===== src/rtl/ram_arbiter_pkg.sv =====
// ----------------------------------------------------------------------------
// ram_arbiter_pkg : shared state encoding and default widths  (rev 1.0)
// ----------------------------------------------------------------------------
`default_nettype none
`timescale 1ns/1ps

package ram_arbiter_pkg;

  localparam int DEF_AW = 4;
  localparam int DEF_DW = 8;

  typedef enum logic [1:0] {
    IDLE = 2'd0,
    CMD  = 2'd1,
    RESP = 2'd2
  } state_t;

endpackage

`default_nettype wire


===== src/rtl/ram_arbiter_rr_pick2.sv =====
// ----------------------------------------------------------------------------
// rr_pick2 : combinational 2-way round-robin picker  (rev 1.0)
// ----------------------------------------------------------------------------
`default_nettype none
`timescale 1ns/1ps

module rr_pick2
  import ram_arbiter_pkg::*;
(
  input  logic [1:0] req,
  input  logic       last,
  output logic       valid,
  output logic       winner
);

  assign valid = |req;
  // Under contention the client that did not win last time goes next.
  assign winner = (req == 2'b11) ? ~last : req[1];

endmodule

`default_nettype wire


===== src/rtl/ram_arbiter.sv =====
// ----------------------------------------------------------------------------
// ram_arbiter : two-client round-robin read/write sequencer for a 16x8 RAM  (rev 1.0)
// ----------------------------------------------------------------------------
`default_nettype none
`timescale 1ns/1ps

module ram_arbiter
  import ram_arbiter_pkg::*;
#(
  parameter int AW = DEF_AW,
  parameter int DW = DEF_DW
) (
  input  logic          clk,
  input  logic          clrn,
  input  logic [1:0]    req,
  input  logic [1:0]    we,
  input  logic [AW-1:0] addr0,
  input  logic [AW-1:0] addr1,
  input  logic [DW-1:0] wdata0,
  input  logic [DW-1:0] wdata1,
  output logic [1:0]    gnt,
  output logic [1:0]    rvalid,
  output logic [DW-1:0] rdata,
  output logic          busy,
  output logic          ram_we,
  output logic [AW-1:0] ram_inaddr,
  output logic [AW-1:0] ram_outaddr,
  output logic [DW-1:0] ram_din,
  input  logic [DW-1:0] ram_dout
);

  state_t        state;
  state_t        state_next;
  logic          last;
  logic          pick_valid;
  logic          pick_winner;
  logic          grant_now;
  logic          resp_now;
  logic          cmd_we;
  logic          cmd_owner;
  logic [AW-1:0] cmd_addr;
  logic [DW-1:0] cmd_wdata;

  rr_pick2 u_pick (
    .req    (req),
    .last   (last),
    .valid  (pick_valid),
    .winner (pick_winner)
  );

  always_ff @(posedge clk or negedge clrn) begin
    if (!clrn) state <= IDLE;
    else       state <= state_next;
  end

  // ram_we is decoded from state so an asynchronous reset in CMD kills it at once.
  always_comb begin
    state_next = state;
    grant_now  = 1'b0;
    resp_now   = 1'b0;
    ram_we     = 1'b0;
    busy       = (state != IDLE);
    case (state)
      IDLE: begin
        if (pick_valid) begin
          grant_now  = 1'b1;
          state_next = CMD;
        end
      end
      CMD: begin
        ram_we     = cmd_we;
        state_next = cmd_we ? IDLE : RESP;
      end
      RESP: begin
        resp_now   = 1'b1;
        state_next = IDLE;
      end
      default: state_next = IDLE;
    endcase
  end

  always_ff @(posedge clk or negedge clrn) begin
    if (!clrn) begin
      gnt       <= 2'b00;
      rvalid    <= 2'b00;
      rdata     <= '0;
      last      <= 1'b1;
      cmd_we    <= 1'b0;
      cmd_owner <= 1'b0;
      cmd_addr  <= '0;
      cmd_wdata <= '0;
    end else begin
      gnt    <= 2'b00;
      rvalid <= 2'b00;
      if (grant_now) begin
        cmd_we    <= we[pick_winner];
        cmd_owner <= pick_winner;
        cmd_addr  <= pick_winner ? addr1 : addr0;
        cmd_wdata <= pick_winner ? wdata1 : wdata0;
        last      <= pick_winner;
        gnt       <= pick_winner ? 2'b10 : 2'b01;
      end
      if (resp_now) begin
        rdata  <= ram_dout;
        rvalid <= cmd_owner ? 2'b10 : 2'b01;
      end
    end
  end

  assign ram_inaddr  = cmd_addr;
  assign ram_outaddr = cmd_addr;
  assign ram_din     = cmd_wdata;

endmodule

`default_nettype wire


===== config.mk =====
export PLATFORM = sky130hd
export DESIGN_NAME = ram_arbiter
export DESIGN_NICKNAME = d
export VERILOG_FILES = /design/src/rtl/ram_arbiter_pkg.sv /design/src/rtl/ram_arbiter_rr_pick2.sv /design/src/rtl/ram_arbiter.sv
export SDC_FILE = /design/constraint.sdc
export NUM_CORES = 1
export LEC_CHECK = 0
export CORE_ASPECT_RATIO = 1.1
export CORE_MARGIN = 2
export CORE_UTILIZATION = 40
export DETAILED_ROUTE_END_ITERATION = 10
export GPL_TIMING_DRIVEN = 1
export PLACE_DENSITY = 0.89
export REMOVE_ABC_BUFFERS = 1
export SETUP_SLACK_MARGIN = 0.5
export SYNTH_ARGS = -nofsm -noshare
export SYNTH_HDL_FRONTEND = slang
export SYNTH_HIERARCHICAL = 1
export SYNTH_SLANG_ARGS = --single-unit

===== constraint.sdc =====
create_clock -name clk -period 3.5 [get_ports clk]
set_input_delay 0.7 -clock clk [delete_from_list [all_inputs] [get_ports clk]]
set_output_delay 0.7 -clock clk [all_outputs]
set_load 0.01 [all_outputs]

==> metrics <==
critical path type flop to primary output; Worst-Skew Late Latency 0.32 ns; Ys Warns 6; Max-slew headroom 69.68%; IO buf count 67; Top Ports 68; Fin Setup TNS 0 ns; leading post-synthesis cells by cell area dfrtp_1, mux2_2, mux2_4, buf_6, buf_4; post-layout instance area 0.002072 sq mm; maximum number of pins on one net before global-route repair 30; DIE HEIGHT 64.91 um; nets 192; Root Driver clkbuf_4; Max Freq 453.1 MHz; Die X 59.37 um; setup ws final 1.293 ns; Setup WS pre-CTS 1.142 ns; Final setup viols 0; vias in the first global route 991; clock tree sinks 29; CTS tree yes; CP max-delay cell clkdlybuf4s50_1; first-pass GRT wire length 4.885 mm; RSZ-0062 raised after global routing false; htree depth 2; core area 0.003276 sq mm; Num CTS Buffers 5; CP cell instances or2_2, clkdlybuf4s50_1; vias per cell 4.796; area share of the largest cell type after synthesis 51.95%; Area Growth Syn to Fin 53.62%; initial core utilization 41.18%; post_cts resized 0; synthesized area 0.001349 sq mm; Critical Path Fanout Max 5; WL/cell 15.14 um; number of antenna violations at the first check in global routing 0; DP Area 0.002002 sq mm; initial drt markers 30; Syn Inst Count 86; Max-Cap Viols 0; most common cell after layout, fill and taps aside clkdlybuf4s50_1; Hold Vio Cnt, Final 0; tightest hold margin 0.4607 ns; min-delay worst type flop to flop; dpl hpwl 2.243 mm; crit path buf inv count 1; largest area contributor in the netlist dfrtp_1; DIE AREA 0.003853 sq mm; Total GRT Usage 17.57%; fin cells 191; Final Slew Violations 0; post-cts hold buffer count 0; drt drc 0; pwr dens 813.5 mW/mm^2; antenna cells 0; total gr overflow 0; WL final 2.892 mm; Core Rows 22; clock transition at the registers of the reported paths 0.08 ns; Synth Register Bits 29; min Tclk post-route 2.207 ns; crit-path leading delay family buffers and inverters; Total Power 1.686 mW; Final period util 63.06%; DRT Pass-1 Iters 4; CP arrival 1.51 ns; Leak Pwr 0.8934 nW; share of layout cells above drive strength 1 34.19%; routability cong. 0.7143; R2R Setup Slk 1.97 ns; # fillers 252; crit-path max cell delay 0.47 ns; sequential share of the synthesized area 53.90%; skew final 0.01032 ns; Post-CTS Setup Bufs 0; post-synth cell types 19; status completed; most frequent cells in the layout clkdlybuf4s50_1, dfrtp_1, mux2_2, mux2_4, clkbuf_4; worst slew pin tran 0.4548 ns; CTS Buffer Depth 2; startpoint types flop; post-placement cell count 183; maximum vdd drop 0.0004679 V; utilization after layout 63.25%; vias 916; Required @ worst endpoint 2.80 ns; antenna-violating nets left 0; Crit. End Element primary output; Avg Cell Area, Syn 15.68 sq um
worst paths after layout:
kind | startpoint | end | cells past startpoint
min in group asynchronous | clrn | ram_din[0]$_DFFE_PN0P_ | 2
max in group asynchronous | clrn | last$_DFFE_PN1P_ | 2
max reg2reg | last$_DFFE_PN1P_ | ram_inaddr[2]$_DFFE_PN0P_ | 4
min | cmd_owner$_DFFE_PN0P_ | rvalid[0]$_DFF_PN0_ | 1
min reg2reg | cmd_owner$_DFFE_PN0P_ | rvalid[0]$_DFF_PN0_ | 1
max | state[0]$_DFFE_PN0P_ | busy | 2
routing by layer:
metal | routed length [um] | GRT usage, %
met5 | 0 | 0
met4 | 46 | 9.375
met3 | 146 | 4.391
met2 | 1650 | 29.26
met1 | 1048 | 20.26
registers in the layout, indices dropped and copies added, names as in the netlist:
| name | count |
|---|---|
| rdata | 8 |
| ram_inaddr | 4 |
| gnt | 2 |
| ram_din | 8 |
| last | 1 |
| state | 2 |
| cmd_owner | 1 |
| rvalid | 2 |
| cmd_we | 1 |
power by group:
part	total (mW)	leakage, nW	switching (mW)	internal [mW]
combinational	0.858	0.505	0.295	0.563
clock	0.227	0.0413	0.111	0.116
sequential	0.600	0.347	0.0983	0.502
total	1.69	0.893	0.505	1.18
worst register-to-register path: cells and delay by family, from the launching register on:
kind,cells,cell delay (ns)
muxes,2,0.65
DFF,1,0.38
buffers and inverters,1,0.27
AOI/OAI and AO/OA,1,0.13
area by class of cell:
cell class	count	area (sq um)	share of cell area, %
inverters	1	3.754	0.1812
well taps	36	45.04	2.174
clock buffers	7	65.06	3.140
clock inverters	1	5.005	0.2415
flip-flops and latches	29	726.9	35.08
multi-input cells	47	533.0	25.72
repair buffers	70	693.2	33.45
cell usage after synthesis:
| master | instances |
|---|---|
| nor2_1 | 2 |
| inv_1 | 1 |
| and2_2 | 1 |
| a21boi_1 | 1 |
| dfrtp_1 | 28 |
| dfstp_2 | 1 |
| nor3b_2 | 1 |
| nor3b_1 | 1 |
| mux2_2 | 24 |
| or2_2 | 1 |
| buf_6 | 3 |
| or2_1 | 1 |
| buf_2 | 1 |
| and2b_2 | 1 |
| mux2_4 | 12 |
| and3b_1 | 1 |
| buf_12 | 1 |
| buf_4 | 4 |
| nand2b_1 | 1 |
kinds of logic after synthesis:
family | Yosys count | share of synthesized area, %
compound gates | 1 | 0.5568
buf+inv | 10 | 6.864
flops | 29 | 53.90
mux | 36 | 33.40
simple gates | 10 | 5.289
Note: power is estimated with default switching activity, not from simulation.
